**src/rtl/multi_port_job_arbiter_if.sv**
```systemverilog
// Handshake bundle for the multi-port job arbiter.
// Master drives jobs and pops; slave is the arbiter itself.
interface multi_port_job_arbiter_if #(
    parameter int WIDTH = 4,
    parameter int PORTS = 4
);
    localparam int PW = (PORTS > 1) ? $clog2(PORTS) : 1;

    logic [PORTS*WIDTH-1:0] in_data_i;
    logic [PORTS-1:0]       in_valid_i;
    logic [PORTS-1:0]       in_ack_o;
    logic [PORTS-1:0]       in_ready_o;
    logic [WIDTH-1:0]       out_data_o;
    logic                   out_valid_o;
    logic [PW-1:0]          out_port_o;
    logic                   out_pop_i;

    modport master (
        output in_data_i, in_valid_i, out_pop_i,
        input  in_ack_o, in_ready_o,
        input  out_data_o, out_valid_o, out_port_o
    );

    modport slave (
        input  in_data_i, in_valid_i, out_pop_i,
        output in_ack_o, in_ready_o,
        output out_data_o, out_valid_o, out_port_o
    );
endinterface

```
**src/rtl/multi_port_job_arbiter.sv**
```systemverilog
// Per-port job FIFOs feeding a single show-ahead output.
// Strict-priority or round-robin grant; a held grant is never preempted.
module multi_port_job_arbiter #(
    parameter int WIDTH = 4,
    parameter int PORTS = 4,
    parameter int DEPTH = 32,
    parameter int MODE  = 0
) (
    input  logic                      clk_i,
    input  logic                      rst_n_i,
    multi_port_job_arbiter_if.slave   bus
);
    localparam int PW = (PORTS > 1) ? $clog2(PORTS) : 1;
    localparam int AW = $clog2(DEPTH);
    localparam logic [AW:0] FULL = (AW+1)'(DEPTH);

    typedef enum logic {
        IDLE,
        GRANT
    } state_t;

    state_t state_q, state_d;

    logic [WIDTH-1:0] mem [PORTS][DEPTH];
    logic [AW-1:0]    wr_ptr [PORTS];
    logic [AW-1:0]    rd_ptr [PORTS];
    logic [AW:0]      cnt    [PORTS];

    logic [PORTS-1:0] push;
    logic [PORTS-1:0] pop;
    logic [PORTS-1:0] ready;
    logic [PORTS-1:0] elig;
    logic             pop_en;
    logic             any_elig;
    logic             found;
    logic             load;
    logic [PW-1:0]    winner;
    logic [PW-1:0]    grant_q;
    logic [PW-1:0]    last_q;

    assign pop_en        = (state_q == GRANT) && bus.out_pop_i;
    assign bus.in_ack_o   = push;
    assign bus.in_ready_o = ready;

    // Per-port push/pop strobes and eligibility (pre-pop fullness).
    always_comb begin
        push = '0;
        pop  = '0;
        ready = '0;
        elig = '0;
        for (int k = 0; k < PORTS; k++) begin
            ready[k] = (cnt[k] != FULL);
            push[k]  = bus.in_valid_i[k] & ready[k] & rst_n_i;
            pop[k]   = pop_en && (grant_q == PW'(k));
            elig[k]  = (cnt[k] != '0) &&
                       !(pop[k] && (cnt[k] == (AW+1)'(1)));
        end
    end

    // Winner select: lowest index, or first after last_grant.
    always_comb begin
        winner   = '0;
        found    = 1'b0;
        any_elig = |elig;
        if (MODE == 0) begin
            for (int k = 0; k < PORTS; k++) begin
                if (!found && elig[k]) begin
                    winner = PW'(k);
                    found  = 1'b1;
                end
            end
        end else begin
            for (int i = 1; i <= PORTS; i++) begin
                int j;
                j = (int'(last_q) + i) % PORTS;
                if (!found && elig[j]) begin
                    winner = PW'(j);
                    found  = 1'b1;
                end
            end
        end
    end

    // State register.
    always_ff @(posedge clk_i or negedge rst_n_i) begin
        if (!rst_n_i) state_q <= IDLE;
        else          state_q <= state_d;
    end

    // Next state and grant-load decision.
    always_comb begin
        state_d = state_q;
        load    = 1'b0;
        unique case (state_q)
            IDLE: begin
                if (any_elig) begin
                    load    = 1'b1;
                    state_d = GRANT;
                end
            end
            GRANT: begin
                if (bus.out_pop_i) begin
                    if (any_elig) load = 1'b1;
                    else          state_d = IDLE;
                end
            end
            default: state_d = IDLE;
        endcase
    end

    // Output view of the granted FIFO head.
    always_comb begin
        bus.out_valid_o = (state_q == GRANT);
        bus.out_port_o  = grant_q;
        bus.out_data_o  = '0;
        if (state_q == GRANT)
            bus.out_data_o = mem[grant_q][rd_ptr[grant_q]];
    end

    // Grant and round-robin pointer registers.
    always_ff @(posedge clk_i or negedge rst_n_i) begin
        if (!rst_n_i) begin
            grant_q <= '0;
            last_q  <= PW'(PORTS-1);
        end else if (load) begin
            grant_q <= winner;
            last_q  <= winner;
        end
    end

    // FIFO pointers and occupancy counts.
    always_ff @(posedge clk_i or negedge rst_n_i) begin
        if (!rst_n_i) begin
            for (int k = 0; k < PORTS; k++) begin
                wr_ptr[k] <= '0;
                rd_ptr[k] <= '0;
                cnt[k]    <= '0;
            end
        end else begin
            for (int k = 0; k < PORTS; k++) begin
                if (push[k]) wr_ptr[k] <= wr_ptr[k] + 1'b1;
                if (pop[k])  rd_ptr[k] <= rd_ptr[k] + 1'b1;
                if (push[k] && !pop[k])
                    cnt[k] <= cnt[k] + 1'b1;
                else if (!push[k] && pop[k])
                    cnt[k] <= cnt[k] - 1'b1;
            end
        end
    end

    // FIFO storage; contents are don't-care until written.
    always_ff @(posedge clk_i) begin
        for (int k = 0; k < PORTS; k++) begin
            if (push[k])
                mem[k][wr_ptr[k]] <= bus.in_data_i[k*WIDTH +: WIDTH];
        end
    end
endmodule

```
**src/flat_wrapper.sv**
```systemverilog
// flat-port wrapper written by rule: the top's interface ports become plain ports
module multi_port_job_arbiter_flat 
#(
    parameter int WIDTH = 4,
    parameter int PORTS = 4,
    parameter int DEPTH = 32,
    parameter int MODE  = 0
)
  (clk_i, rst_n_i, bus_in_data_i, bus_in_valid_i, bus_out_pop_i, bus_in_ack_o, bus_in_ready_o, bus_out_data_o, bus_out_valid_o, bus_out_port_o);
  multi_port_job_arbiter_if #(.WIDTH(WIDTH), .PORTS(PORTS)) bus_i ();
  input  logic clk_i;
  input  logic rst_n_i;
  input wire logic [$bits(bus_i.in_data_i)-1:0] bus_in_data_i;
  input wire logic [$bits(bus_i.in_valid_i)-1:0] bus_in_valid_i;
  input wire logic [$bits(bus_i.out_pop_i)-1:0] bus_out_pop_i;
  output wire logic [$bits(bus_i.in_ack_o)-1:0] bus_in_ack_o;
  output wire logic [$bits(bus_i.in_ready_o)-1:0] bus_in_ready_o;
  output wire logic [$bits(bus_i.out_data_o)-1:0] bus_out_data_o;
  output wire logic [$bits(bus_i.out_valid_o)-1:0] bus_out_valid_o;
  output wire logic [$bits(bus_i.out_port_o)-1:0] bus_out_port_o;
  assign bus_i.in_data_i = bus_in_data_i;
  assign bus_i.in_valid_i = bus_in_valid_i;
  assign bus_i.out_pop_i = bus_out_pop_i;
  assign bus_in_ack_o = bus_i.in_ack_o;
  assign bus_in_ready_o = bus_i.in_ready_o;
  assign bus_out_data_o = bus_i.out_data_o;
  assign bus_out_valid_o = bus_i.out_valid_o;
  assign bus_out_port_o = bus_i.out_port_o;
  multi_port_job_arbiter #(.WIDTH(WIDTH), .PORTS(PORTS), .DEPTH(DEPTH), .MODE(MODE)) u_core (.clk_i(clk_i), .rst_n_i(rst_n_i), .bus(bus_i));
endmodule
```
**config.mk**
```make
export PLATFORM = sky130hd
export DESIGN_NAME = multi_port_job_arbiter_flat
export DESIGN_NICKNAME = d
export VERILOG_FILES = /design/src/rtl/multi_port_job_arbiter_if.sv /design/src/rtl/multi_port_job_arbiter.sv /design/src/flat_wrapper.sv
export SDC_FILE = /design/constraint.sdc
export NUM_CORES = 1
export LEC_CHECK = 0
export CORE_ASPECT_RATIO = 2
export CORE_MARGIN = 2
export CORE_UTILIZATION = 40
export DETAILED_ROUTE_END_ITERATION = 10
export PLACE_DENSITY = 0.53
export SETUP_SLACK_MARGIN = 0.2
export SLEW_MARGIN = 25
export SYNTH_ARGS = -nofsm -noshare
export SYNTH_HDL_FRONTEND = slang
export SYNTH_SLANG_ARGS = --single-unit
```
**constraint.sdc**
```tcl
create_clock -name clk_i -period 7.4 [get_ports clk_i]
set_input_delay 0.74 -clock clk_i [delete_from_list [all_inputs] [get_ports clk_i]]
set_output_delay 0.74 -clock clk_i [all_outputs]
set_load 0.03 [all_outputs]
```
; Word level (Yosys, flattened, before mapping)
; Memories as Yosys holds them, arrays and structs flattened.
; Index checks and enable logic that the tools add are counted.
[word_totals]
ff_bits = 67
ram_bits = 512
n_memories = 1
[classes]
add_sub_neg = 16
n_lt_le_gt_ge = 10
n_eq_ne = 11
muxes = 42
bitwise = 15
reduce_logical = 53
[memory_table]
columns = memory, depth, width, read_ports, rd_clocked_by_memory_dff, write_ports, line_no
row1 = u_core.mem, 4, 128, 1, 0, 4, multi_port_job_arbiter.sv:24  ; logic [WIDTH-1:0] mem [PORTS][DEPTH];
[op_table]
columns = op, n
row1 = 128-bit 2-to-1 mux, 4
row2 = 4-bit demux with 5-bit select, 4
row3 = 6-bit 2-to-1 mux, 8
row4 = "5-bit by 1-bit adder with 5-bit output, second input constant", 8
row5 = "6-bit greater-or-equal comparator, second input constant", 5
row6 = 5-bit inverter with 6-bit output, 5
row7 = 1-bit logical AND, 28
row8 = 4-bit 2-to-1 mux, 7
row9 = "6-bit by 1-bit adder with 6-bit output, second input constant", 4
row10 = "6-bit by 1-bit equality test with 1-bit output, second input constant", 4
row11 = "6-bit by 1-bit < comparator with 1-bit output, second input constant", 4
row12 = "6-bit != test, second input constant", 4
row13 = 6-bit nonzero test, 4
row14 = "6-bit by 1-bit subtractor with 6-bit output, second input constant", 4
row15 = 4-bit binary-select mux with 5-bit select, 1
row16 = 1-bit zero test, 15
row17 = 1-bit 2-to-1 mux, 11
row18 = 5-bit binary-select mux with 2-bit select, 1
row19 = 5-bit 2-to-1 mux, 2
row20 = 1-bit bitwise AND, 8
row21 = 2-bit nonzero test, 4
row22 = "2-bit equality test, second input constant", 2
row23 = 2-bit 2-to-1 mux, 2
row24 = 1-bit one-hot mux with 2 select lines, 2
row25 = 6 further kinds, 6

; Longest topological paths before layout
; Gate-level depths: netlist of run 1.
[logic_depth]
word_depth = 15
mapped_depth = 11
ltp_nobuf = 10

; Worst setup path after synthesis of run 1
; OpenSTA, ideal clock, no wires.
[synth_timing]
path_type = register to output
start = register u_core.grant_q[0], in the netlist u_core.bus.out_port_o[0]
end = output port bus_out_data_o[0]
arrival_ps = 2475
required_ps = 6660
path_slack_ps = 4185
stages_incl_launch_ff = 9
n_path_buf = 3
cell_sequence = dfrtp_1 > buf_2 > buf_6 > buf_2 > mux4_2 > mux2i_1 > o22ai_1 > nor4_1 > o22ai_1
[synth_between]
elab_chain_len = 9
[synth_rtl]
columns = item, line_no
row1 = "start, declared", multi_port_job_arbiter.sv:38  ; logic [PW-1:0] grant_q;
row2 = "start signal, assigned", multi_port_job_arbiter.sv:126  ; grant_q <= winner;
row3 = 2-bit inverter with 3-bit output (implied by the code), multi_port_job_arbiter.sv:117  ; bus.out_data_o = mem[grant_q][rd_ptr[grant_q]];
row4 = 5-bit binary-select mux with 2-bit select, multi_port_job_arbiter.sv:117
row5 = 5-bit 2-to-1 mux (implied by the code) (2 in series), multi_port_job_arbiter.sv:117
row6 = 5-bit inverter with 6-bit output (implied by the code), multi_port_job_arbiter.sv:117
row7 = 4-bit binary-select mux with 5-bit select *, multi_port_job_arbiter.sv:117
row8 = 4-bit 2-to-1 mux (implied by the code) * (2 in series), multi_port_job_arbiter.sv:117
row9 = 4-bit 2-to-1 mux *, multi_port_job_arbiter.sv:116  ; if (state_q == GRANT)
row10 = "end, declared", flat_wrapper.sv:18  ; output wire logic [$bits(bus_i.out_data_o)-1:0] bus_out_data_o;
; Every way passes the cells marked *; elsewhere a longest branch is shown, timed or not. The select of a mux whose other input is x is not followed.

; Final worst setup path of run 1
[layout_timing]
start = register u_core.grant_q[1], in the netlist u_core.bus.out_port_o[1]
end = output port bus_out_data_o[0]
; Same word-level chain as after synthesis.

==> impl_metrics.tcl, run 1 <==
set metrics [dict create \
    clock_transition_at_the_registers_of_the_reported_paths_ns 0.06 \
    ctsRootBufferMaster "clkbuf_16" \
    period_share 0.791 \
    floorplan.die.height_microns 350 \
    netlist_instances 1321 \
    synth_simple_gate_area_frac 0.0588 \
    drv_cap 0 \
    num-fill-cells 5058 \
    synth_xor_xnor_area_share 0.0205 \
    outcome "finished clean" \
    finClkSkew_ns 0.0250 \
    relSlewSlack 0.259 \
    layout-drive-gt1-share 0.194 \
    worstSetupEndpointType "primary output" \
    rsz0062_at_grt "false" \
    areaGrowthSynthToFinish_pct 12.3 \
    tightestPinTransition_ns 1.11 \
    floorplan.rows 126 \
    post_cts_setup_inserts 0 \
    grt_pass1_wl_mm 98.3 \
    power_density_mw_per_mm2 340 \
    synthFlopType "edfxtp_1" \
    ctsResizeCount 0 \
    vdd_drop_max_v 0.000238 \
    synth_fa_ha_area_frac 0.0194 \
    synth.avg_cell_area_sq_um 18.1 \
    hold_viol 0 \
    finalNetCount 1422 \
    netlist_top_cells_area "edfxtp_1 64%, mux4_2 13%, dfrtp_1 7.0%" \
    number_of_global_route_vias_before_repair 13600 \
    setup_slack_after_placement_ns 2.15 \
    detail_route.first_pass.iterations 5 \
    port_buffers 37 \
    final_antenna_net_count 0 \
    holdCritPathClass "in2async" \
    io_pins 38 \
    post-place-cells 2077 \
    die_footprint_sq_mm 0.0619 \
    final_cell_count_no_fill 2173 \
    maxClockFrequency_ghz 0.171 \
    synth.area.mux_share 0.155 \
    yosysTopAreaCell "edfxtp_1" \
    setup.worst_path.start_class "register" \
    cts.htree.levels 2 \
    synth_async_sr_flop_share 0.116 \
    ctsLongestPathBuffers 3 \
    sequential_cell_area_sq_mm 0.0171 \
    drt_drc_violations_left 0 \
    setup_viol 0 \
    leakage_nw 8.74 \
    clock_tree_from_tritoncts "done" \
    syn-num-nets 1381 \
    gp_congestion 0.812 \
    timing.critical_path.required_ns 6.66 \
    crit_arrival_ns 5.11 \
    timing_max_transition_violations_final 0 \
    initial_antenna_violation_count 0 \
    detail_route.wirelength_mm 69.9 \
    global_route_overflow 0 \
    source_to_sink_clock_delay_at_the_later_pin_of_the_worst_skew_pair_ns 0.61 \
    viasPerCell 5.78 \
    num_vias 12600 \
    path_max_fanout 56 \
    avgRoutedWirePerCell_microns 32.1 \
    ys_types 42 \
    core-area_sq_mm 0.0591 \
    multiInputGateArea_sq_mm 0.00646 \
    yosysWarnings 0 \
    critical_path_class "reg2out" \
    sequential_share_of_the_synthesized_area 0.713 \
    cts-buffers-inserted 51 \
    post_cts_hold_buffer_count 0 \
    grt_max_degree 57 \
    clkSinkCount 579 \
    layout_setup_ws_ns 1.55 \
    final.setup.tns_ns 0 \
    share_of_the_synthesized_area_in_compound_gates_ao_oa_aoi_oai 0.0162 \
    synth.cell_area_sq_mm 0.0239 \
    yosysTopAreaCellShare 0.643 \
    synth_edf_count 512 \
    dieWidth_microns 177 \
    main_combinational_cell_family_by_area_after_synthesis "multiplexers" \
    grt_util_all_layers 0.230 \
    yosys_register_bits 579 \
    place.detailed.hpwl_mm 43.5 \
    period_minus_slack_ns 5.85 \
    drt_iter0_markers 907 \
    initial_util 0.405 \
    r2r.worst_path.cells 6 \
]
==> power by group <==
| part | internal (mW) | switching [mW] |
|---|---|---|
| logic | 0.781 | 1.24 |
| registers | 3.80 | 0.375 |
| clock network | 1.70 | 1.23 |
| total | 6.29 | 2.84 |
==> registers in the layout, indices dropped and copies added (netlist names) <==
signal,flops
u_core.wr_ptr,20
u_core.bus.out_port_o,2
u_core.mem,512
u_core.rd_ptr,20
u_core.bus.out_valid_o,1
u_core.cnt,24
==> worst paths after layout <==
| kind | from | to | slack [ns] |
|---|---|---|---|
| max reg2reg | u_core.cnt[12]$_DFFE_PN0P_ | u_core.mem[1][35]$_DFFE_PP_ | 4.32 |
| max | u_core.bus.out_port_o[1]$_DFFE_PN0P_ | bus_out_data_o[0] | 1.55 |
| min in group clk_i | u_core.rd_ptr[14]$_DFFE_PN0P_ | u_core.rd_ptr[14]$_DFFE_PN0P_ | 0.48 |
| min | rst_n_i | u_core.cnt[2]$_DFFE_PN0P_ | 0.04 |
| min reg2reg | u_core.rd_ptr[14]$_DFFE_PN0P_ | u_core.rd_ptr[14]$_DFFE_PN0P_ | 0.48 |
| max in group asynchronous | rst_n_i | u_core.bus.out_port_o[1]$_DFFE_PN0P_ | 6.32 |
==> area by class of cell <==
cell class / instances / area share
timing repair buffer: 55 / 0.0173
inverter: 21 / 0.00293
tap: 768 / 0.0358
clock buffer: 58 / 0.0500
sequential: 579 / 0.635
antenna: 1 / 0.0000931
clock inverter: 37 / 0.0185
multi-input combinational: 654 / 0.240
==> synth_stat cells (all sizes together), types with 2 or more instances <==
master  number
edfxtp     512
nand3       13
buf         40
o22ai       36
a211oi       2
xor2        20
nor2       147
nand2       40
mux2         3
inv         21
mux2i       68
a21oi       13
o21ai       11
nor4         8
clkbuf      27
nand2b       3
dfrtp       67
and4b        2
or4b         4
nand4       22
or3b         9
nand3b      15
mux4       133
ha          37
nor3b        3
and3         5
xnor2       36
or3          5
nor3        10
==> layer usage <==
layer	up-vias	GRT usage	wire, microns
li1	5288	-	-
met4	0	0.0884	2740
met1	6725	0.248	23900
met3	131	0.0264	3050
met2	406	0.450	40200
met5	-	0	0
==> stage by stage <==
stage                      util  hold WS, ns  total power, mW  instance area, sq um
after floorplan               -        0.440             5.42                 23900
after global placement    0.422        0.461             6.23                 25000
after detailed placement  0.423        0.464             6.27                 25000
after CTS                 0.454       0.0324             9.19                 26900
after global routing      0.454       0.0488             9.45                 26900
final                     0.454       0.0392             9.13                 26900
==> critical path: stages, from the launching register on <==
cell and delay (ns):
dfrtp_4 0.94, buf_4 0.63, buf_4 0.70, mux4_2 0.40, mux2i_1 0.14, o22ai_1 0.12, nor4_1 0.62, o22ai_1 0.23
clkdlybuf4s50_1 0.64
==> logic make-up (layout without fill, tap and decap cells) <==
group | count (synthesis) | in the layout
other | 0 | 1
AND/OR/NAND/NOR | 292 | 292
buffers and inverters | 88 | 171
AO/OA/AOI/OAI | 65 | 65
XOR/XNOR | 56 | 56
flip-flops | 579 | 579
adder cells (fa/ha/maj) | 37 | 37
multiplexers | 204 | 204
==> placed cells by master, fill, tap and decap left out, types with 5 or more instances in the layout <==
| cell type | netlist | routed |
|---|---|---|
| or3b_2 | 6 | 6 |
| clkdlybuf4s50_1 | 0 | 20 |
| or3_1 | 5 | 5 |
| nor3_1 | 10 | 10 |
| buf_2 | 16 | 14 |
| ha_1 | 37 | 37 |
| inv_1 | 21 | 21 |
| xor2_1 | 20 | 20 |
| nand3b_1 | 15 | 15 |
| o22ai_1 | 36 | 36 |
| nand4_1 | 22 | 22 |
| clkinvlp_4 | 0 | 5 |
| edfxtp_1 | 512 | 512 |
| mux4_2 | 133 | 132 |
| bufinv_16 | 0 | 11 |
| dfrtp_1 | 67 | 65 |
| xnor2_1 | 36 | 36 |
| nor2_1 | 147 | 147 |
| nor4_1 | 8 | 8 |
| nand2_1 | 40 | 40 |
| o21ai_0 | 11 | 11 |
| buf_4 | 4 | 18 |
| a21oi_1 | 13 | 13 |
| and3_1 | 5 | 5 |
| clkbuf_16 | 0 | 52 |
| mux2i_1 | 68 | 68 |
| clkinv_2 | 0 | 13 |
| nand3_1 | 13 | 13 |
No activity file was read; power rests on OpenSTA's default activity.
==> run 2: changes to the inputs <==
--- a/config.mk
+++ b/config.mk
@@ -9,7 +9,7 @@
 export CORE_MARGIN = 2
 export CORE_UTILIZATION = 40
 export DETAILED_ROUTE_END_ITERATION = 10
-export PLACE_DENSITY = 0.53
+export PLACE_DENSITY = 0.55
 export SETUP_SLACK_MARGIN = 0.2
 export SLEW_MARGIN = 25
 export SYNTH_ARGS = -nofsm -noshare
==> constraint.sdc (replaced) <==
create_clock -name clk_i -period 5.1 [get_ports clk_i]
set_input_delay 0.51 -clock clk_i [delete_from_list [all_inputs] [get_ports clk_i]]
set_output_delay 0.51 -clock clk_i [all_outputs]
set_load 0.03 [all_outputs]
==> impl_metrics.tcl, run 2 (synthesized netlist as in run 1, its figures left out) <==
set metrics [dict create \
    outcome "finished clean" \
    worst_path_dominant_cell_family "buffers and inverters" \
    design_power_total_mw 13.0 \
    floorplan.die.height_microns 350 \
    timing.reg2reg.setup_slack_ns 1.79 \
    ctsLongestPathBuffers 3 \
    layout-drive-gt1-share 0.182 \
    number_of_global_route_vias_before_repair 13800 \
    rsz0062_at_grt "false" \
    gp_congestion 0.848 \
    crit_slowest_cell "mux4_4" \
    hold_viol 0 \
    detail_route.wirelength_mm 71.7 \
    multiInputGateArea_sq_mm 0.00648 \
    leakage_nw 8.63 \
    timing.critical_path.required_ns 4.59 \
    clkSinkCount 579 \
    global_route_overflow 0 \
    hold_start "bus_in_data_i[12]" \
    clock_tree_from_tritoncts "done" \
    drv_cap 0 \
    num_antenna_cells 0 \
    tightestPinTransition_ns 1.11 \
    final_common_cell "edfxtp_1" \
    setup.worst_path.start_class "register" \
    initial_util 0.405 \
    ctsRootBufferMaster "clkbuf_16" \
    place.detailed.hpwl_mm 44.4 \
    io_pins 38 \
    grt_pass1_wl_mm 101 \
    flip_flop_count_of_the_largest_register_after_layout 512 \
    setup_viol 0 \
    drt_iter0_markers 1129 \
    cts-buffers-inserted 48 \
    viasPerCell 5.88 \
    power_density_mw_per_mm2 487 \
    num-fill-cells 5100 \
    crit_path_cell_trace "mux4_4 > buf_4 > mux2i_1 > o22ai_1 > nor4_1 > buf_4 > o22ai_1 > clkdlybuf4s50_1" \
    highest_count_cells_in_the_layout_ignoring_fill_and_taps "512 x edfxtp_1, 147 x nor2_1, 133 x mux4_2" \
    source_to_sink_clock_delay_at_the_later_pin_of_the_worst_skew_pair_ns 0.59 \
    timing_max_transition_violations_final 0 \
    final.setup.tns_ns 0 \
    worst_r2r_endpoint "u_core.cnt[4]$_DFFE_PN0P_" \
    finalNetCount 1417 \
    port_buffers 37 \
    final_antenna_net_count 0 \
    avgRoutedWirePerCell_microns 33.2 \
    grt_max_degree 74 \
    min_to "u_core.mem[3][4]$_DFFE_PP_" \
    initial_antenna_violation_count 0 \
    areaGrowthSynthToFinish_pct 11.4 \
    drt_drc_violations_left 0 \
    relSlewSlack 0.259 \
    crit_arrival_ns 4.34 \
    r2r.worst_path.cells 7 \
    core-area_sq_mm 0.0591 \
    vdd_drop_max_v 0.000275 \
    die_footprint_sq_mm 0.0619 \
    reg2reg_from "u_core.bus.out_port_o[1]$_DFFE_PN0P_" \
    finClkSkew_ns 0.0181 \
    floorplan.rows 126 \
    cts.htree.levels 2 \
    clock_transition_at_the_registers_of_the_reported_paths_ns 0.07 \
    hold-worst-slack_ns 0.346 \
    grt_util_all_layers 0.236 \
    detail_route.first_pass.iterations 5 \
    maxClockFrequency_ghz 0.206 \
    period_share 0.951 \
    hold_path_stages 1 \
    dieWidth_microns 177 \
    critical_path_buf_inv_count 3 \
    cpPeakStageDelay_ns 0.99 \
    num_vias 12700 \
    critical_path_class "reg2out" \
    worstSetupEndpointType "primary output" \
    holdCritPathClass "in2reg" \
    path_max_fanout 19 \
    period_minus_slack_ns 4.85 \
    sequential_cell_area_sq_mm 0.0171 \
]
-- run 2: changes by cell type in the layout (fill, tap and decap cells not counted), sizes merged --
cell / previous run / this run
diode: 1 / 0
clkinv: 18 / 15
buf: 35 / 31
bufinv: 11 / 7
clkbuf: 58 / 60
dlygate4sd3: 0 / 1
mux4: 133 / 134
clkinvlp: 5 / 2
-- run 2: worst max-delay path by stage --
stage,startpoint,to,cells past startpoint
global route,u_core.bus.out_port_o[0]$_DFFE_PN0P_,bus_out_data_o[2],8
CTS,u_core.bus.out_port_o[1]$_DFFE_PN0P_,bus_out_data_o[2],8
finish,u_core.bus.out_port_o[1]$_DFFE_PN0P_,bus_out_data_o[2],8
global placement,u_core.bus.out_port_o[1]$_DFFE_PN0P_,bus_out_data_o[1],8
detailed placement,u_core.bus.out_port_o[1]$_DFFE_PN0P_,bus_out_data_o[2],8
floorplan,u_core.cnt[18]$_DFFE_PN0P_,u_core.cnt[23]$_DFFE_PN0P_,11
-- run 2: through the flow --
step	utilization	cells	worst slack (ns)	instance area, sq um
6_report	0.451	2162	0.251	26600
5_1_grt	0.451	2162	0.206	26600
4_1_cts	0.450	2161	0.276	26600
3_5_place_dp	0.422	2072	0.783	25000
3_3_place_gp	0.422	2072	0.690	25000
2_1_floorplan	-	1321	2.00	23900
-- run 2: where the power goes --
group | switching (mW) | internal (mW) | total (mW)
registers | 0.565 | 5.52 | 6.08
clock network | 1.74 | 2.17 | 3.91
logic | 1.82 | 1.17 | 3.00
total | 4.13 | 8.86 | 13.0
-- run 2: final cells by class --
type / count / share of cell area
clock inverters: 27 / 0.0123
flip-flops and latches: 579 / 0.640
multi-input cells: 655 / 0.243
inverters: 21 / 0.00296
well taps: 768 / 0.0361
repair buffers: 52 / 0.0167
clock buffers: 60 / 0.0487
-- run 2: layer usage --
| layer | GRT usage | wire length (microns) | share of wire | vias up |
|---|---|---|---|---|
| met5 | 0 | 0 | 0 | - |
| met4 | 0.121 | 4050 | 0.056 | 0 |
| met3 | 0.0301 | 3990 | 0.056 | 168 |
| met2 | 0.440 | 39400 | 0.55 | 524 |
| met1 | 0.260 | 24300 | 0.34 | 6755 |
| li1 | - | - | - | 5274 |
-- run 2: repair_timing --
item,in CTS,in global routing
setup endpoints to repair,1,0
hold buffers,1,0
hold endpoints to repair,35,0
gates resized for setup,0,0
setup buffers,0,0
==> edit, RTL diff (settings of run 1) <==
Make the reset (`rst_n_i`) synchronous in 3 clocked blocks.
--- a/src/rtl/multi_port_job_arbiter.sv
+++ b/src/rtl/multi_port_job_arbiter.sv
@@ -82,7 +82,7 @@
     end
 
     // State register.
-    always_ff @(posedge clk_i or negedge rst_n_i) begin
+    always_ff @(posedge clk_i) begin
         if (!rst_n_i) state_q <= IDLE;
         else          state_q <= state_d;
     end
@@ -118,7 +118,7 @@
     end
 
     // Grant and round-robin pointer registers.
-    always_ff @(posedge clk_i or negedge rst_n_i) begin
+    always_ff @(posedge clk_i) begin
         if (!rst_n_i) begin
             grant_q <= '0;
             last_q  <= PW'(PORTS-1);
@@ -129,7 +129,7 @@
     end
 
     // FIFO pointers and occupancy counts.
-    always_ff @(posedge clk_i or negedge rst_n_i) begin
+    always_ff @(posedge clk_i) begin
         if (!rst_n_i) begin
             for (int k = 0; k < PORTS; k++) begin
                 wr_ptr[k] <= '0;
Function: differs if rst_n_i is asserted again (counterexample within 4 cycles, from zero or initial values and one cycle with rst_n_i low); with rst_n_i held inactive, the same outputs for 4 cycles.
==> edit against run 1 <==
Wire length rose by 5.6%. Synthesized cell count increased by 9.1%. Non-clock buffer count down 1. First-iteration DRC count up 72%. Cell area grew 2.6%. Area after synthesis rose by 3.6%. Critical path type unchanged. Maximum frequency grew 3.4%. Sequential cell count up 2. Worst setup slack better by 190 ps. Critical path depth rose by 1. Largest cell class unchanged.
Power is not compared: it rests on default switching activity, and its combinational part moved more than twofold at a synthesized area within 25%.
==> edit: results <==
[synth]
synthesis.nets = 1496
ys_warn_count = 0
synth_edf_count = 576
ys_async_sr_fraction_pct = 0
synth_seq_area_share_pct = 70.23
synthTopCellsByArea = "edfxtp_1, mux4_2, nor2_1"
synth.avg_cell_area_sq_um = 17.19
ys.flop_type = "edfxtp_1"
yosys-top-cells-count = "edfxtp_1, nor2_1, mux4_2, nand2_1, mux2i_1"
synth_cell_types = 57

[drt]
via_per_inst = 6.049
drt-initial-drc-count = 1556
wl_um = 73790
drtPass1Iterations = 7

[grt]
grt_max_degree = 71
grt_use_total_pct = 22.93
grt_pass1_vias = 14160
grt_overflow = 0
antenna_found_initial = 3
grt_pass1_wl_um = 104500

[timing]
hold_ws_ps = 637.0
tightest_slew_ps = 1101
fin_worst_skew_ps = 20.56

[clock_tree]
h-tree-depth = 2
cts_resized = 0
post_cts.repair.setup_buffers = 0
root_buffer = "clkbuf_16"
clock_latency_ps = 610
cts_buffers = 52
clockBufferDepth = 3
clkTransAtPathRegs_ps = 60

[worst_setup_path]
cp_data_arrival_time_ps = 4920
reg2reg_depth = 7
critPathKind = "register to output pin"
cpPeakStageDelay_ps = 870
endpoint_kind = "output pin"
crit_path_top_delay_cell = "a2111oi_0"
worstReg2RegStart = "u_core.cnt[0][0]"
cp-endpoint = "bus_out_data_o[2]"
cp_max_fo = 53
r2r_end = "u_core.mem[0][37]"
rrSetupSlack_ps = 3940

[place]
gp_congestion = 0.8314
port_buffers = 37
dpl.hpwl_um = 44390
post-place-cells = 2211

[finish]
largest_register_ffs = 512
drive_above_1_share_pct = 16.53
stdcell_count = 2306
fillers = 5295

[outcome]
status = "completed"

[power_and_ir_drop]
p_leak_uw = 0.008585
p_sw_uw = 1692
ir_worst_vdd_mv = 0.2164

[run]
drv_cap = 0

[min_path]
min_path_type = "register to register"
holdPathStages = 2
[edit: cell types whose count changed in the layout (fill, tap and decap cells not counted), sizes merged, moves of 22 or more]
cell	delta
o22ai	-34
nor2	+41
nand3	+28
dfrtp	-67
nand2	+23
edfxtp	+64
a211oi	+22
[edit: final cells by class]
class,instances,area share [%]
flip-flops and latches,581,63.12
multi-input cells,765,24.96
clock buffers,65,4.974
well taps,786,3.567
repair buffers,54,1.842
clock inverters,28,1.175
inverters,25,0.3404
diodes,2,0.01815
[edit: power groups by stage]
stage	clock network (uW)	registers [uW]	logic, uW
detailed placement	0	3830	635
global placement	0	3820	622
global route	2900	3760	675
floorplan	0	3770	404
CTS	2790	3750	638
finish	2760	3760	635
[edit: per-stage QoR]
| step | setup slack (ps) | cell area [sq um] |
|---|---|---|
| after floorplan | 3709 | 24770 |
| after global placement | 2353 | 25810 |
| after detailed placement | 2360 | 25870 |
| after CTS | 1692 | 27560 |
| after global routing | 1579 | 27570 |
| final | 1737 | 27570 |
[edit: cells by family after synthesis]
family,synth area share [%]
AO/OA/AOI/OAI,3.445
multiplexers,14.31
buffers and inverters,2.000
adder cells (fa/ha/maj),1.616
AND/OR/NAND/NOR,7.021
XOR/XNOR,1.379
flip-flops,70.23
[edit: worst max-delay path, delay by kind of cell, from the launching register on]
kind	cells	cell delay, ps
AND/OR/NAND/NOR	2	240
buffers and inverters	3	1640
multiplexers	1	400
flip-flops	1	700
AO/OA/AOI/OAI	3	1320
[edit: routing by layer]
| metal | vias to the layer above | track usage (%) | routed length [um] |
|---|---|---|---|
| met5 | - | 0 | 13 |
| met4 | 2 | 9.317 | 3061 |
| met3 | 155 | 3.802 | 5329 |
| met2 | 680 | 39.40 | 37200 |
| met1 | 7344 | 28.90 | 28180 |
| li1 | 5769 | - | - |
[edit: worst min path at each step]
stage                                     end                 from
final                     u_core.rd_ptr[1][4]  u_core.rd_ptr[1][4]
after global routing        u_core.cnt[0][18]    u_core.cnt[0][18]
after global placement    u_core.rd_ptr[1][4]  u_core.rd_ptr[1][4]
after detailed placement  u_core.rd_ptr[1][4]  u_core.rd_ptr[1][4]
after CTS                 u_core.rd_ptr[1][4]  u_core.rd_ptr[1][4]
after floorplan           u_core.rd_ptr[2][4]  u_core.rd_ptr[2][4]
